$ cat src/rtl/sb_arbiter_pkg.sv
// Shared definitions for the system-bus arbiter: FSM state encoding,
// SPI IP register map and the default ACK watchdog limit.
package sb_pkg;

   typedef enum logic [2:0] {
      ST_IDLE,
      ST_XFER,
      ST_RESP,
      ST_HOLD,
      ST_ERR
   } sb_state_e;

   // SPI IP system-bus register addresses.
   localparam logic [1:0] SB_ADR_CSR  = 2'b00;
   localparam logic [1:0] SB_ADR_SR   = 2'b01;
   localparam logic [1:0] SB_ADR_TXDR = 2'b10;
   localparam logic [1:0] SB_ADR_RXDR = 2'b11;

   localparam int unsigned SB_TIMEOUT_CYC_DEF = 255;

   // Round-robin successor of owner g among n requesters.
   function automatic logic [1:0] next_ptr(input logic [1:0] g, input int unsigned n);
      if (32'(g) + 32'd1 >= n) return 2'd0;
      return g + 2'd1;
   endfunction

endpackage

$ cat src/rtl/sb_arbiter_rr_pick.sv
// Combinational round-robin picker: first requester at or after ptr_i,
// wrapping modulo N_REQ, wins.
module rr_pick #(
   parameter int unsigned N_REQ = 2
) (
   input  logic [N_REQ-1:0] req_i,
   input  logic [1:0]       ptr_i,
   output logic [N_REQ-1:0] gnt_o,
   output logic             valid_o
);

   // Scan requesters in priority order starting from ptr_i.
   always_comb begin
      int unsigned pos;
      logic        found;
      gnt_o = '0;
      found = 1'b0;
      pos   = 0;
      for (int unsigned k = 0; k < N_REQ; k++) begin
         pos = 32'(ptr_i) + k;
         if (pos >= N_REQ) pos = pos - N_REQ;
         for (int unsigned j = 0; j < N_REQ; j++) begin
            if (!found && j == pos && req_i[j]) begin
               gnt_o[j] = 1'b1;
               found    = 1'b1;
            end
         end
      end
      valid_o = found;
   end

endmodule

$ cat src/rtl/sb_arbiter.sv
// Round-robin arbiter sharing the SPI IP system-bus register port between
// up to four requesters, with bus locking that keeps spi_cs low across a
// multi-access SPI frame.
// Optional ACK watchdog: define SB_ARB_TIMEOUT_EN to abort an access after
// TIMEOUT_CYC cycles without SBACKo (pulses req_err). Undefined: XFER waits
// forever and req_err is tied low.
module sb_arbiter
   import sb_pkg::*;
#(
   parameter int unsigned N_REQ       = 2,
   parameter int unsigned TIMEOUT_CYC = SB_TIMEOUT_CYC_DEF
) (
   input  logic               SBCLKi,
   input  logic               RSTn,
   input  logic [N_REQ-1:0]   req_stb,
   input  logic [N_REQ-1:0]   req_wr,
   input  logic [2*N_REQ-1:0] req_adr,
   input  logic [8*N_REQ-1:0] req_dat,
   input  logic [N_REQ-1:0]   req_lock,
   output logic [N_REQ-1:0]   req_ack,
   output logic [N_REQ-1:0]   req_err,
   output logic [7:0]         req_rdata,
   output logic [N_REQ-1:0]   grant,
   output logic               SBSTBi,
   output logic               SBWRi,
   output logic [1:0]         SBADRi,
   output logic [7:0]         SBDATi,
   input  logic [7:0]         SBDATo,
   input  logic               SBACKo,
   output logic               spi_cs
);

   if (N_REQ < 2 || N_REQ > 4) begin : g_bad_nreq
      $error("sb_arbiter: N_REQ must be in 2..4");
   end
   if (TIMEOUT_CYC < 1 || TIMEOUT_CYC > 1023) begin : g_bad_timeout
      $error("sb_arbiter: TIMEOUT_CYC must be in 1..1023");
   end

   sb_state_e        state_q, state_d;
   logic [1:0]       ptr_q, ptr_d, gidx_q, gidx_d, ptr_adv;
   logic [N_REQ-1:0] grant_q, grant_d, ack_q, ack_d;
   logic             stb_q, stb_d, wr_q, wr_d, cs_q, cs_d;
   logic [1:0]       adr_q, adr_d;
   logic [7:0]       dat_q, dat_d, rdata_q, rdata_d;

   logic [N_REQ-1:0] pick_gnt;
   logic             pick_vld;
   logic [1:0]       pick_idx, sel, sel_adr;
   logic             sel_stb, sel_wr, sel_lock;
   logic [7:0]       sel_dat;

`ifdef SB_ARB_TIMEOUT_EN
   logic [N_REQ-1:0] err_q, err_d;
   logic [9:0]       cnt_q, cnt_d;
   assign req_err = err_q;
`else
   assign req_err = '0;
`endif

   rr_pick #(.N_REQ(N_REQ)) u_pick (
      .req_i   (req_stb),
      .ptr_i   (ptr_q),
      .gnt_o   (pick_gnt),
      .valid_o (pick_vld)
   );

   assign ptr_adv = next_ptr(gidx_q, N_REQ);

   // Encode the picker's one-hot winner as an index.
   always_comb begin
      pick_idx = '0;
      for (int unsigned i = 0; i < N_REQ; i++)
         if (pick_gnt[i]) pick_idx = 2'(i);
   end

   // Select the fields of the candidate (IDLE) or current owner (other states).
   always_comb begin
      sel      = (state_q == ST_IDLE) ? pick_idx : gidx_q;
      sel_stb  = 1'b0;
      sel_wr   = 1'b0;
      sel_lock = 1'b0;
      sel_adr  = '0;
      sel_dat  = '0;
      for (int unsigned i = 0; i < N_REQ; i++) begin
         if (sel == 2'(i)) begin
            sel_stb  = req_stb[i];
            sel_wr   = req_wr[i];
            sel_lock = req_lock[i];
            sel_adr  = req_adr[2*i +: 2];
            sel_dat  = req_dat[8*i +: 8];
         end
      end
   end

   // Next-state and registered-output logic of the arbitration FSM.
   always_comb begin
      state_d = state_q;
      ptr_d   = ptr_q;
      gidx_d  = gidx_q;
      grant_d = grant_q;
      stb_d   = stb_q;
      wr_d    = wr_q;
      adr_d   = adr_q;
      dat_d   = dat_q;
      rdata_d = rdata_q;
      cs_d    = cs_q;
      ack_d   = '0;
`ifdef SB_ARB_TIMEOUT_EN
      err_d   = '0;
      cnt_d   = cnt_q;
`endif
      unique case (state_q)
         ST_IDLE: begin
            if (pick_vld) begin
               gidx_d  = pick_idx;
               grant_d = pick_gnt;
               stb_d   = 1'b1;
               wr_d    = sel_wr;
               adr_d   = sel_adr;
               dat_d   = sel_dat;
`ifdef SB_ARB_TIMEOUT_EN
               cnt_d   = '0;
`endif
               state_d = ST_XFER;
            end
         end
         ST_XFER: begin
            if (SBACKo) begin
               stb_d   = 1'b0;
               wr_d    = 1'b0;
               adr_d   = '0;
               dat_d   = '0;
               rdata_d = SBDATo;
               ack_d   = grant_q;
               state_d = ST_RESP;
            end
`ifdef SB_ARB_TIMEOUT_EN
            else if (cnt_q == 10'(TIMEOUT_CYC - 1)) begin
               stb_d   = 1'b0;
               wr_d    = 1'b0;
               adr_d   = '0;
               dat_d   = '0;
               err_d   = grant_q;
               state_d = ST_ERR;
            end else begin
               cnt_d = cnt_q + 10'd1;
            end
`endif
         end
         ST_RESP: begin
            if (sel_lock) begin
               cs_d    = 1'b0;
               state_d = ST_HOLD;
            end else begin
               cs_d    = 1'b1;
               ptr_d   = ptr_adv;
               grant_d = '0;
               state_d = ST_IDLE;
            end
         end
         ST_HOLD: begin
            if (sel_stb) begin
               stb_d   = 1'b1;
               wr_d    = sel_wr;
               adr_d   = sel_adr;
               dat_d   = sel_dat;
`ifdef SB_ARB_TIMEOUT_EN
               cnt_d   = '0;
`endif
               state_d = ST_XFER;
            end else if (!sel_lock) begin
               cs_d    = 1'b1;
               ptr_d   = ptr_adv;
               grant_d = '0;
               state_d = ST_IDLE;
            end
         end
`ifdef SB_ARB_TIMEOUT_EN
         ST_ERR: begin
            cs_d    = 1'b1;
            ptr_d   = ptr_adv;
            grant_d = '0;
            state_d = ST_IDLE;
         end
`endif
         default: state_d = ST_IDLE;
      endcase
   end

   // State and output registers with synchronous active-low reset.
   always_ff @(posedge SBCLKi) begin
      if (!RSTn) begin
         state_q <= ST_IDLE;
         ptr_q   <= '0;
         gidx_q  <= '0;
         grant_q <= '0;
         stb_q   <= 1'b0;
         wr_q    <= 1'b0;
         adr_q   <= SB_ADR_CSR;
         dat_q   <= '0;
         rdata_q <= '0;
         cs_q    <= 1'b1;
         ack_q   <= '0;
`ifdef SB_ARB_TIMEOUT_EN
         err_q   <= '0;
         cnt_q   <= '0;
`endif
      end else begin
         state_q <= state_d;
         ptr_q   <= ptr_d;
         gidx_q  <= gidx_d;
         grant_q <= grant_d;
         stb_q   <= stb_d;
         wr_q    <= wr_d;
         adr_q   <= adr_d;
         dat_q   <= dat_d;
         rdata_q <= rdata_d;
         cs_q    <= cs_d;
         ack_q   <= ack_d;
`ifdef SB_ARB_TIMEOUT_EN
         err_q   <= err_d;
         cnt_q   <= cnt_d;
`endif
      end
   end

   assign req_ack   = ack_q;
   assign req_rdata = rdata_q;
   assign grant     = grant_q;
   assign SBSTBi    = stb_q;
   assign SBWRi     = wr_q;
   assign SBADRi    = adr_q;
   assign SBDATi    = dat_q;
   assign spi_cs    = cs_q;

endmodule

$ cat config.mk
export PLATFORM = sky130hd
export DESIGN_NAME = sb_arbiter
export DESIGN_NICKNAME = d
export VERILOG_FILES = /design/src/rtl/sb_arbiter_pkg.sv /design/src/rtl/sb_arbiter_rr_pick.sv /design/src/rtl/sb_arbiter.sv
export SDC_FILE = /design/constraint.sdc
export NUM_CORES = 1
export LEC_CHECK = 0
export CORE_MARGIN = 2
export CORE_UTILIZATION = 39
export CTS_BUF_LIST = sky130_fd_sc_hd__clkbuf_4 sky130_fd_sc_hd__clkbuf_8
export DETAILED_ROUTE_END_ITERATION = 10
export PLACE_DENSITY = 0.79
export SLEW_MARGIN = 20
export SYNTH_ARGS = -nofsm -noshare
export SYNTH_HDL_FRONTEND = slang
export SYNTH_HIERARCHICAL = 1
export SYNTH_SLANG_ARGS = --single-unit
$ cat constraint.sdc
create_clock -name SBCLKi -period 1.53 [get_ports SBCLKi]
set_input_delay 0.306 -clock SBCLKi [delete_from_list [all_inputs] [get_ports SBCLKi]]
set_output_delay 0.306 -clock SBCLKi [all_outputs]
set_load 0.005 [all_outputs]
# Word-level counts from Yosys, hierarchy flattened
# Index checks and enable logic that the tools add are counted.
word_totals:
  output_inout_bits: 27
  regBits: 32
  elab_cells: 112
  in_bits: 37
classes:
  n_eq_ne: 12
  n_reduce_logical: 25
  add_sub_neg: 5
  mux: 56
  n_lt_le_gt_ge: 3
ops:
  columns: ["op", "n"]
  rows:
  - ["$eq A1 B32 Y1 const A", 2]
  - ["$logic_not A32 Y1", 2]
  - ["$mux W32", 2]
  - ["$mux W8", 5]
  - ["$ge A32 B2 Y1 const B", 1]
  - ["$sub A32 B2 Y32 const B", 1]
  - ["$mux W2", 14]
  - ["$pmux W8 S3", 1]
  - ["$mux W1", 23]
  - ["$mux W3", 4]
  - ["$pmux W2 S3", 2]
  - ["$pmux W3 S4", 1]
  - ["$reduce_and A3 Y1", 4]
  - ["$ne A2 B2 Y1 const B", 5]
  - ["$logic_and A1 B1 Y1", 7]
  - ["$add A2 B1 Y3 const B", 2]
  - ["$eq A3 B2 Y1 const B", 2]
  - ["$pmux W1 S3", 2]
  - ["$reduce_and A2 Y1", 3]
  - ["$reduce_bool A3 Y1", 2]
  - ["$pmux W2 S2", 1]
  - ["$reduce_and A4 Y1", 1]
  - ["$eq A3 B1 Y1 const B", 1]
  - ["$ge A3 B2 Y1 const B", 1]
  - ["10 further kinds", 12]

# Depth between registers and ports, before layout
# Gate-level depths: netlist of the first run.
depth:
  word_depth: 25
  ltp_mapped: 7
  ltp_nobuf: 6

# By module
# The synthesis of the first run kept the hierarchy.
modules_own_cells:
  columns: ["mod", "cells_each", "seq_area_each_um2", "area_each_um2", "instances"]
  rows:
  - ["sb_arbiter", 156, 580.6, 1421.4, 1]
  - ["rr_pick", 6, 0.0, 33.8, 1]

# Least setup slack after synthesis of the first run
# Ideal clock, no wire load.
synth_path:
  path_kind: "register to register"
  start: "reg ptr_q[0]"
  end: "reg cs_q, in the netlist spi_cs"
  arrival_time_ns: 1.466
  path_stages_with_launch: 7
  setup_ns: 0.130
  setup_slack_ns: -0.065
  required_time_ns: 1.400
  synth_period_minus_slack_ns: 1.595
  path_buffers: 0
  cell_sequence: "dfxtp_1 > inv_1 > a21boi_1 > or3b_4 > a21bo_1 > a211oi_1 > o21ai_1"
synth_via:
  elab_chain_len: 24
  elab_cells_between_ends: 39
  classes_between: "3 x add/sub; 2 x order compare; 5 x eq/ne; 15 x mux; 14 x reduce/logical"
synth_lines:
  columns: ["item", "line_no", "text"]
  rows:
  - ["start, declared", "sb_arbiter.sv:41", "logic [1:0] ptr_q, ptr_d, gidx_q, gidx_d, ptr_adv;"]
  - ["start signal, assigned", "sb_arbiter.sv:211", "ptr_q <= ptr_d;"]
  - ["parallel branches: the longest is 16 deep, another holds $sub A32 B2 Y32", null, null]
  - ["$mux W1 (*)", "sb_arbiter_rr_pick.sv:23", "if (!found && j == pos && req_i[j]) begin"]
  - ["via pick_gnt[1]", "sb_arbiter.sv:47", "logic [N_REQ-1:0] pick_gnt;"]
  - ["$mux W1 (*)", "sb_arbiter.sv:74", "if (pick_gnt[i]) pick_idx = 2'(i);"]
  - ["$mux W2 (*)", "sb_arbiter.sv:79", "sel = (state_q == ST_IDLE) ? pick_idx : gidx_q;"]
  - ["$logic_not A2 Y1", "sb_arbiter.sv:86", "if (sel == 2'(i)) begin"]
  - ["$mux W1 (2 in series)", "sb_arbiter.sv:86", null]
  - ["$mux W1 or $ne A2 B2 Y1 (tied branches)", null, null]
  - ["$pmux W1 S2 or $reduce_and A3 Y1 (tied branches)", null, null]
  - ["end signal, assigned", "sb_arbiter.sv:219", "cs_q <= cs_d;"]
  - ["end, declared", "sb_arbiter.sv:43", "logic stb_q, stb_d, wr_q, wr_d, cs_q, cs_d;"]
# Mark *: on every way through the listed nets, which the timed path passes.
# A chain may end at the register's enable or synchronous reset.

# Final worst setup path of the first run
# Same ends and word-level chain as after synthesis.

==> impl_metrics.toml, run 1 <==
[sta]
finalWorstPathRequiredPeriod_ns = 1.63
rsz0062_at_grt = "true"
timing_hold_violations_final = 0
maxSlewViolCount = 0
number_of_setup_violations_in_the_final_report = 13
setup-tns-final_ns = -0.913
timing.final.crit_share_pct = 106
final.setup.worst_slack_ns = -0.0993
clock_skews_ns = 0.00233
max_freq_mhz = 614

[placed_design]
placement.setup.worst_slack_ns = -0.606
dpl.hpwl_um = 2570
routabilityCongestion = 0.834
port_buffers = 61

[synthesis]
yosys-top-cells-count = "sky130_fd_sc_hd__dfxtp_1, sky130_fd_sc_hd__nand2_1, sky130_fd_sc_hd__a21boi_1, sky130_fd_sc_hd__and3_1, sky130_fd_sc_hd__o21ai_1"
synth_simple_gate_area_share_pct = 18.8
synth_edf_count = 0
synth_largest_type_area_fraction_pct = 39.9
ys_warn_count = 6
yosysTopAreaCell = "sky130_fd_sc_hd__dfxtp_1"
synthTopCellsByArea = "sky130_fd_sc_hd__dfxtp_1, sky130_fd_sc_hd__mux2i_1, sky130_fd_sc_hd__a21boi_1"
yosys.cell_count.top_type = "sky130_fd_sc_hd__dfxtp_1"
synth-seq-cells = 29
synth_compound_area_share_pct = 25.2
synth.distinct_cells = 33
syn-cell-area_um2 = 1460
post_synth_fa_ha_maj_area_fraction_pct = 0
synth_top_flop_cell = "sky130_fd_sc_hd__dfxtp_1"
combinational_family_with_the_most_area_after_synthesis = "compound AO/OA/AOI/OAI gates"
synth_cells = 162
synth.yosys.seq_area_share_pct = 39.9
synth_area_per_cell_um2 = 8.98
synth.mux.area_fraction_pct = 9.11
synth_async_sr_flop_share_pct = 0
synthXorXnorAreaFrac_pct = 0

[outcome]
status = "complete, but fails checks"
violated_checks = "setup timing"

[power_and_ir_drop]
max-vdd-ir-drop_mv = 0.424
sequentialPowerShare_pct = 40.9
combPwrFrac_pct = 29.6
power.switching_fraction_pct = 27.1
internal-power_mw = 1.53
clockPowerShare_pct = 29.4
total_power_mw = 2.10
power.density_nw_per_um2 = 869
p_leak_nw = 0.947
p_switching_mw = 0.568

[job]
timing.max_cap.violations = 0

[routing]
post_drt_via_cell_ratio = 5.00
detail_route.iter0.violations = 44
finalWirelength_um = 3850
drt_first_pass_iters = 4
wire_per_inst_um = 13.2
detailroute.via_count = 1456
route.antenna.remaining_nets = 0
post-route-drc-count = 0

[critical_path]
crit_path_start_kind = "flop"
critical_path.cell_chain = "inv_2 -> a21boi_4 -> or3b_4 -> nand3_1 -> buf_4 -> a31oi_1 -> o21ai_1"
cp.arrival_ns = 1.84
setup.worst_path.class = "flop to flop"
timing.critical_path.slowest_cell_delay_ns = 0.46
crit_fanout = 6
timing.critical_path.required_ns = 1.75
r2r_slack_ns = -0.1
cp_num_buf_inv = 2
critPathCaptureType = "flop"
cpMaxStageDelayCell = "sky130_fd_sc_hd__or3b_4"
cp_top_delay_family = "simple AND/OR/NAND/NOR gates"

[grt]
gr_usage_total_pct = 18.7
grt.overflow.total = 0
via_count_of_the_first_global_routing_pass = 1345
grt_max_degree = 23
antenna_found_initial = 0
gr-max-usage-layer = "met2"
grt_util_met3_pct = 6.60
grt_first_pass_wirelength_um = 6020
grt.met2_usage_pct = 31.7
grt.met1_usage_pct = 21.6

[hold_path]
class_of_the_worst_hold_path = "flop to flop"

[die]
io_pins = 64
coreArea_um2 = 3630
initial_utilization_pct = 40.0
row_count = 22
die_w_um = 65.1
die_h_um = 65.1
dieArea_um2 = 4240

[final_layout]
finish.net_count = 279
area.sequential_um2 = 583
total_area_of_multi_input_combinational_cells_um2 = 881
layout_cells_sized_above_1_pct = 23.0
n_antenna_cell = 0
n_fill_cell = 309
layout-area-overhead-vs-synth_pct = 65.8

[clock_tree]
max-clock-path-buffers = 2
ctsHtreeMaxLevel = 2
cts.reportedPaths.clkPinSlew_ns = 0.06
cts_num_sinks = 29
postCtsHoldBufs = 0
root_buffer = "sky130_fd_sc_hd__clkbuf_8"
worst_skew_pair.late_latency_ns = 0.28
cts_inserted_buffers = 5
clock_tree_from_tritoncts = "yes"
[cell families after synthesis]
| group | count (synthesis) |
|---|---|
| DFF | 29 |
| AOI/OAI and AO/OA | 54 |
| other | 1 |
| buffers and inverters | 16 |
| muxes | 13 |
| and+or+nand+nor | 49 |
[registers in the layout, summed over array words and instances, names as in the netlist]
name / cells
ptr_q: 1
state_q: 2
SBDATi: 8
gidx_q: 1
SBADRi: 2
SBSTBi: 1
req_rdata: 8
spi_cs: 1
req_ack: 2
SBWRi: 1
grant: 2
[tightest hold or removal path, cell delays in order, from the launching register on]
cell and delay, ns:
sky130_fd_sc_hd__dfxtp_1 0.31, sky130_fd_sc_hd__nand2_1 0.05, sky130_fd_sc_hd__a21boi_1 0.05
[final cells by class]
cell class | instances | area share (%)
timing repair buffer | 83 | 32.9
multi-input combinational | 121 | 36.5
inverter | 2 | 0.311
clock buffer | 6 | 3.16
sequential | 29 | 24.2
clock inverter | 2 | 0.415
tap | 48 | 2.49
[routing by layer]
metal  vias to the layer above  wire, um  share of wire [%]
met5                         -         0                  0
met4                         0        59                1.5
met3                         6       308                8.0
met2                        54      1860                 48
met1                       674      1630                 42
li1                        722         -                  -
[cell usage in the layout (no fill, tap or decap), types with 2 or more instances in the layout]
cell type and instances:
sky130_fd_sc_hd__a21boi_2 3, sky130_fd_sc_hd__and2_1 3, sky130_fd_sc_hd__or3b_4 2, sky130_fd_sc_hd__clkinv_2 2
sky130_fd_sc_hd__nor2b_1 10, sky130_fd_sc_hd__a21oi_1 4, sky130_fd_sc_hd__and3_1 8, sky130_fd_sc_hd__o21ai_0 2
sky130_fd_sc_hd__nand3_1 2, sky130_fd_sc_hd__a21boi_1 15, sky130_fd_sc_hd__buf_4 19, sky130_fd_sc_hd__mux2i_1 11
sky130_fd_sc_hd__dfxtp_1 27, sky130_fd_sc_hd__clkdlybuf4s50_1 59, sky130_fd_sc_hd__clkbuf_8 5, sky130_fd_sc_hd__o21ai_2 3
sky130_fd_sc_hd__dfxtp_2 2, sky130_fd_sc_hd__and3_4 5, sky130_fd_sc_hd__o21ai_1 11, sky130_fd_sc_hd__nand2_1 15
sky130_fd_sc_hd__conb_1 4, sky130_fd_sc_hd__a21boi_0 6, sky130_fd_sc_hd__buf_6 2
[path summary, 6_finish.rpt]
path / from / end / cells past startpoint
hold / removal: SBDATi[0] / SBDATi[0] / 2
setup reg to reg: ptr_q[0] / spi_cs / 7
setup / recovery: ptr_q[0] / spi_cs / 7
hold reg to reg: SBDATi[0] / SBDATi[0] / 2
[power by group through the flow]
| stage | Sequential [mW] | Combinational [mW] | Clock (mW) |
|---|---|---|---|
| final | 0.859 | 0.622 | 0.617 |
| after global routing | 0.867 | 0.670 | 0.672 |
| after CTS | 0.857 | 0.577 | 0.629 |
| after detailed placement | 0.871 | 0.546 | 0 |
| after global placement | 0.871 | 0.538 | 0 |
| after floorplan | 0.869 | 0.271 | 0 |
[through the flow]
| step | area (um2) | instances | utilization, % | hold WS (ns) |
|---|---|---|---|---|
| 5_1_grt | 2410 | 291 | 66.4 | 0.468 |
| 3_3_place_gp | 2200 | 277 | 60.5 | 0.437 |
| 4_1_cts | 2350 | 289 | 64.6 | 0.453 |
| 2_1_floorplan | 1480 | 165 | - | 0.447 |
| 3_5_place_dp | 2200 | 277 | 60.5 | 0.446 |
| 6_report | 2410 | 291 | 66.4 | 0.450 |
[what timing repair did]
| item | 4_1_cts | 5_1_grt |
|---|---|---|
| cloned | 3 | 0 |
| gates resized for setup | 16 | 17 |
| endpoints found under the setup margin | 16 | 23 |
| pin swaps | 8 | 11 |
| setup buffers | 1 | 2 |
(Power assumes the default switching activity.)
==> inputs of run 2 (changes only) <==
--- a/config.mk
+++ b/config.mk
@@ -10,6 +10,7 @@
 export CTS_BUF_LIST = sky130_fd_sc_hd__clkbuf_4 sky130_fd_sc_hd__clkbuf_8
 export DETAILED_ROUTE_END_ITERATION = 10
 export PLACE_DENSITY = 0.79
+export SETUP_SLACK_MARGIN = 0.1
 export SLEW_MARGIN = 20
 export SYNTH_ARGS = -nofsm -noshare
 export SYNTH_HDL_FRONTEND = slang
==> run 2 against run 1 <==
Die area is the same; non-clock buffer count is 4 lower; the flow still finishes with violations (setup timing); worst hold slack improved by 0.00059 ns; power grew 0.91%; routed wire length is 2.9% higher; utilization is 2.1 points higher; setup slack lost 0.020 ns; global-route usage grew 0.47 points; largest cell class unchanged; sequential share of layout area shrank 0.49 points; largest power group unchanged.
==> impl_metrics.toml, run 2 (synthesis results as in run 1) <==
[outcome]
status = "complete, but fails checks"
violated_checks = "setup timing"

[power_and_ir_drop]
p_leak_nw = 1.15
max-vdd-ir-drop_mv = 0.482
power.density_nw_per_um2 = 850

[final_layout]
final_common_cell = "sky130_fd_sc_hd__clkdlybuf4s50_1"
layout_cells_sized_above_1_pct = 29.4
layoutNonFillerInstCount = 286
area.sequential_um2 = 589
n_fill_cell = 295
layout.cells.most_common_list = "sky130_fd_sc_hd__clkdlybuf4s50_1, sky130_fd_sc_hd__dfxtp_1, sky130_fd_sc_hd__dlygate4sd2_1"
total_area_of_multi_input_combinational_cells_um2 = 940
n_antenna_cell = 0
utilization_pct = 68.5
layout-area-overhead-vs-synth_pct = 71.0
finish.net_count = 274

[die]
initial_utilization_pct = 40.0
die_w_um = 65.1
coreArea_um2 = 3630
io_pins = 64
dieArea_um2 = 4240
die_h_um = 65.1
row_count = 22

[sta]
maxSlewViolCount = 0
fin_hold_ws_ns = 0.450
number_of_setup_violations_in_the_final_report = 15
max_freq_mhz = 606
timing_hold_violations_final = 0
clock_skews_ns = 0.00889
finalWorstPathRequiredPeriod_ns = 1.65
timing.final.crit_share_pct = 108
rsz0062_at_grt = "true"
final.setup.worst_slack_ns = -0.120
setup-tns-final_ns = -1.25

[clock_tree]
postCtsHoldBufs = 0
ctsHtreeMaxLevel = 2
cts_inserted_buffers = 5
max-clock-path-buffers = 2
cts.reportedPaths.clkPinSlew_ns = 0.07
root_buffer = "sky130_fd_sc_hd__clkbuf_8"
clock_tree_from_tritoncts = "yes"
cts_num_sinks = 29
worst_skew_pair.late_latency_ns = 0.29

[placed_design]
placed_cell_count = 276
dpl.hpwl_um = 2540
port_buffers = 61
placement.setup.worst_slack_ns = -0.564
routabilityCongestion = 0.811

[critical_path]
critPathCaptureType = "flop"
crit_fanout = 6
crit_path_start_kind = "flop"
timing.critical_path.required_ns = 1.71
timing.critical_path.slowest_cell_delay_ns = 0.48
critical_path.cell_chain = "inv_2 -> a21boi_2 -> or3b_4 -> buf_12 -> and3_4 -> o21ai_2 -> a21boi_1"
setup.worst_path.class = "flop to flop"
cp.arrival_ns = 1.83
r2r_slack_ns = -0.12
cpMaxStageDelayCell = "sky130_fd_sc_hd__or3b_4"

[routing]
finalWirelength_um = 3960
post_drt_via_cell_ratio = 5.05
post-route-drc-count = 0
wire_per_inst_um = 13.9
route.antenna.remaining_nets = 0
drt_first_pass_iters = 4
detailroute.via_count = 1445
detail_route.iter0.violations = 56

[job]
timing.max_cap.violations = 0

[hold_path]
class_of_the_worst_hold_path = "flop to flop"

[grt]
grt_first_pass_wirelength_um = 6220
grt.overflow.total = 0
grt_max_degree = 31
antenna_found_initial = 0
gr_usage_total_pct = 19.2
via_count_of_the_first_global_routing_pass = 1359
run 2: cell types whose count changed in the layout (fill, tap and decap cells not counted), sizes merged:
cell,delta
buf,-4
dlymetal6s2s,+9
clkbuf,-1
dlygate4sd2,+15
clkdlybuf4s15,-1
clkdlybuf4s50,-23
clkinvlp,+1
or3b,-1
run 2: what timing repair did:
| action | CTS | global route |
|---|---|---|
| resized for setup | 32 | 45 |
| pin swaps | 12 | 17 |
| gates cloned | 2 | 0 |
| setup buffers | 1 | 1 |
| setup endpoints to repair | 42 | 33 |
run 2: power by group:
group	total, mW	internal, mW	switching (mW)
Sequential	0.858	0.819	0.0382
Clock	0.631	0.313	0.317
Combinational	0.628	0.368	0.260
run 2: path summary, 6_finish.rpt:
path	start	endpoint	cells after the start
max	ptr_q[0]	SBDATi[3]	7
min	SBDATi[6]	SBDATi[6]	2
max reg2reg	ptr_q[0]	SBDATi[3]	7
min reg2reg	SBDATi[6]	SBDATi[6]	2
run 2: final cells by class:
class | instances | area share, %
Inverter | 2 | 0.302
Multi-Input combinational cell | 120 | 37.8
Timing Repair Buffer | 79 | 32.4
Clock inverter | 3 | 0.704
Clock buffer | 5 | 2.77
Tap cell | 48 | 2.41
Sequential cell | 29 | 23.7
run 2: per-layer routing:
| layer | GRT usage (%) | share of wire (%) |
|---|---|---|
| met3 | 5.03 | 7.1 |
| met5 | 0 | 0 |
| met1 | 23.3 | 43 |
| met2 | 32.3 | 48 |
| met4 | 7.29 | 1.9 |
run 2: worst max-delay path: cells and delay by family, from the launching register on:
| family | cells | cell delay [ns] |
|---|---|---|
| simple gates | 2 | 0.64 |
| compound gates | 3 | 0.37 |
| buf+inv | 2 | 0.19 |
| flops | 1 | 0.33 |
run 2: stage by stage:
stage	power [mW]	area, um2
after floorplan	1.14	1480
after global placement	1.41	2210
after detailed placement	1.42	2210
after CTS	2.08	2380
after global routing	2.22	2490
final	2.12	2490
==> inputs of run 3 (changes only) <==
--- a/config.mk
+++ b/config.mk
@@ -9,6 +9,7 @@
 export CORE_UTILIZATION = 39
 export CTS_BUF_LIST = sky130_fd_sc_hd__clkbuf_4 sky130_fd_sc_hd__clkbuf_8
 export DETAILED_ROUTE_END_ITERATION = 10
+export MAX_ROUTING_LAYER = met4
 export PLACE_DENSITY = 0.79
 export SETUP_SLACK_MARGIN = 0.1
 export SLEW_MARGIN = 20
==> constraint.sdc (replaced) <==
create_clock -name SBCLKi -period 1.47 [get_ports SBCLKi]
set_input_delay 0.294 -clock SBCLKi [delete_from_list [all_inputs] [get_ports SBCLKi]]
set_output_delay 0.294 -clock SBCLKi [all_outputs]
set_load 0.005 [all_outputs]
==> run 3 against run 2 <==
The flow still finishes with violations (setup timing); combinational power is 3.2% higher; sequential share of layout area is 0.17 points lower; setup slack worse by 0.069 ns; critical endpoint is now SBDATi[5]; largest power group unchanged.
==> impl_metrics.toml, run 3 (synthesis results as in run 1) <==
[sta]
max_freq_mhz = 603
finalWorstPathRequiredPeriod_ns = 1.66
maxSlewViolCount = 0
number_of_setup_violations_in_the_final_report = 15
rsz0062_at_grt = "true"
setup-tns-final_ns = -1.98
timing.final.crit_share_pct = 113
timing_hold_violations_final = 0
final.setup.worst_slack_ns = -0.189
clock_skews_ns = 0.00539

[routing]
route.antenna.remaining_nets = 0
detail_route.iter0.violations = 34
detailroute.via_count = 1439
post-route-drc-count = 0
drt_first_pass_iters = 4
finalWirelength_um = 3840
wire_per_inst_um = 13.4
post_drt_via_cell_ratio = 5.01

[grt]
grt_max_degree = 33
grt_first_pass_wirelength_um = 6130
grt.overflow.total = 0
antenna_found_initial = 0
via_count_of_the_first_global_routing_pass = 1349
gr_usage_total_pct = 19.5

[critical_path]
critical_path.cell_chain = "inv_2 -> a21boi_2 -> or3b_4 -> buf_8 -> and3_4 -> o21ai_1 -> a21boi_1"
timing.critical_path.required_ns = 1.63
setup.worst_path.class = "flop to flop"
cp.arrival_ns = 1.82
timing.critical_path.slowest_cell_delay_ns = 0.47
crit_fanout = 9
critPathCaptureType = "flop"
worst-r2r-cell-count = 7
cpMaxStageDelayCell = "sky130_fd_sc_hd__or3b_4"
crit_path_start_kind = "flop"

[outcome]
violated_checks = "setup timing"
status = "complete, but fails checks"

[die]
initial_utilization_pct = 40.0
coreArea_um2 = 3630
dieArea_um2 = 4240
row_count = 22
die_h_um = 65.1
die_w_um = 65.1
io_pins = 64

[final_layout]
final_common_cell = "sky130_fd_sc_hd__clkdlybuf4s50_1"
layout.cells.most_common_list = "sky130_fd_sc_hd__clkdlybuf4s50_1, sky130_fd_sc_hd__dfxtp_1, sky130_fd_sc_hd__dlygate4sd2_1"
layout_cells_sized_above_1_pct = 27.2
finish.net_count = 275
n_fill_cell = 305
layoutNonFillerInstCount = 287
layout-area-overhead-vs-synth_pct = 70.4
n_antenna_cell = 0

[clock_tree]
max-clock-path-buffers = 2
cts_inserted_buffers = 5
cts.reportedPaths.clkPinSlew_ns = 0.06
cts_num_sinks = 29
ctsHtreeMaxLevel = 2
cts_setup_buffers = 0
worst_skew_pair.late_latency_ns = 0.28
root_buffer = "sky130_fd_sc_hd__clkbuf_8"
clock_tree_from_tritoncts = "yes"

[power_and_ir_drop]
combPwrFrac_pct = 27.1
p_leak_nw = 1.07
power.density_nw_per_um2 = 964
clockPowerShare_pct = 35.6
max-vdd-ir-drop_mv = 0.413
sequentialPowerShare_pct = 37.3
total_power_mw = 2.39
p_switching_mw = 0.589
power.switching_fraction_pct = 24.6
internal-power_mw = 1.80

[job]
timing.max_cap.violations = 0

[hold_path]
cell_depth_of_the_worst_min_delay_path = 2
class_of_the_worst_hold_path = "flop to flop"

[placed_design]
placed_cell_count = 277
dpl.hpwl_um = 2630
routabilityCongestion = 0.837
port_buffers = 61
run 3: final timing paths:
path	to	from	slack [ns]
hold / removal	grant[0]	grant[0]	0.45
setup reg to reg	SBDATi[5]	ptr_q[0]	-0.19
setup / recovery	SBDATi[5]	ptr_q[0]	-0.19
hold reg to reg	grant[0]	grant[0]	0.45
run 3: metrics by stage:
stage / util, % / hold WS (ns) / setup WS, ns / cell area (um2)
after detailed placement: 61.0 / 0.443 / -0.603 / 2210
after floorplan: - / 0.438 / -0.0568 / 1480
after global placement: 61.0 / 0.440 / -0.582 / 2210
after global routing: 68.3 / 0.463 / -0.266 / 2480
final: 68.3 / 0.450 / -0.189 / 2480
after CTS: 66.3 / 0.450 / -0.147 / 2410
run 3: what timing repair did:
| action | CTS | global route |
|---|---|---|
| gates resized for setup | 53 | 18 |
| cloned | 2 | 0 |
| endpoints found under the setup margin | 51 | 25 |
| hold buffers | 0 | 0 |
| pin swaps | 10 | 9 |
run 3: worst max-delay path, delay by kind of cell (launching register included):
| family | cells | cell delay [ns] |
|---|---|---|
| AND/OR/NAND/NOR | 2 | 0.63 |
| AO/OA/AOI/OAI | 3 | 0.38 |
| buffers and inverters | 2 | 0.20 |
| flip-flops | 1 | 0.33 |
run 3: power by group through the flow:
| stage | Combinational (mW) | Clock [mW] | Sequential, mW |
|---|---|---|---|
| after floorplan | 0.284 | 0 | 0.905 |
| after global placement | 0.570 | 0 | 0.907 |
| after detailed placement | 0.579 | 0 | 0.909 |
| after CTS | 0.606 | 0.872 | 0.890 |
| after global routing | 0.696 | 0.910 | 0.900 |
| final | 0.648 | 0.851 | 0.893 |
run 3: layout make-up:
cell class | instances | area [um2] | area share (%)
clock buffer | 7 | 90.1 | 3.63
clock inverter | 1 | 30.0 | 1.21
inverter | 2 | 7.51 | 0.303
multi-input combinational | 120 | 932 | 37.6
sequential | 29 | 583 | 23.5
tap | 48 | 60.1 | 2.42
timing repair buffer | 80 | 777 | 31.3
run 3: metal layers:
metal	vias to the layer above	GRT usage (%)	share of wire, %
li1	715	-	-
met3	7	4.17	5.8
met1	666	22.7	42
met2	51	31.4	50
met4	0	10.4	1.8
met5	-	-	0
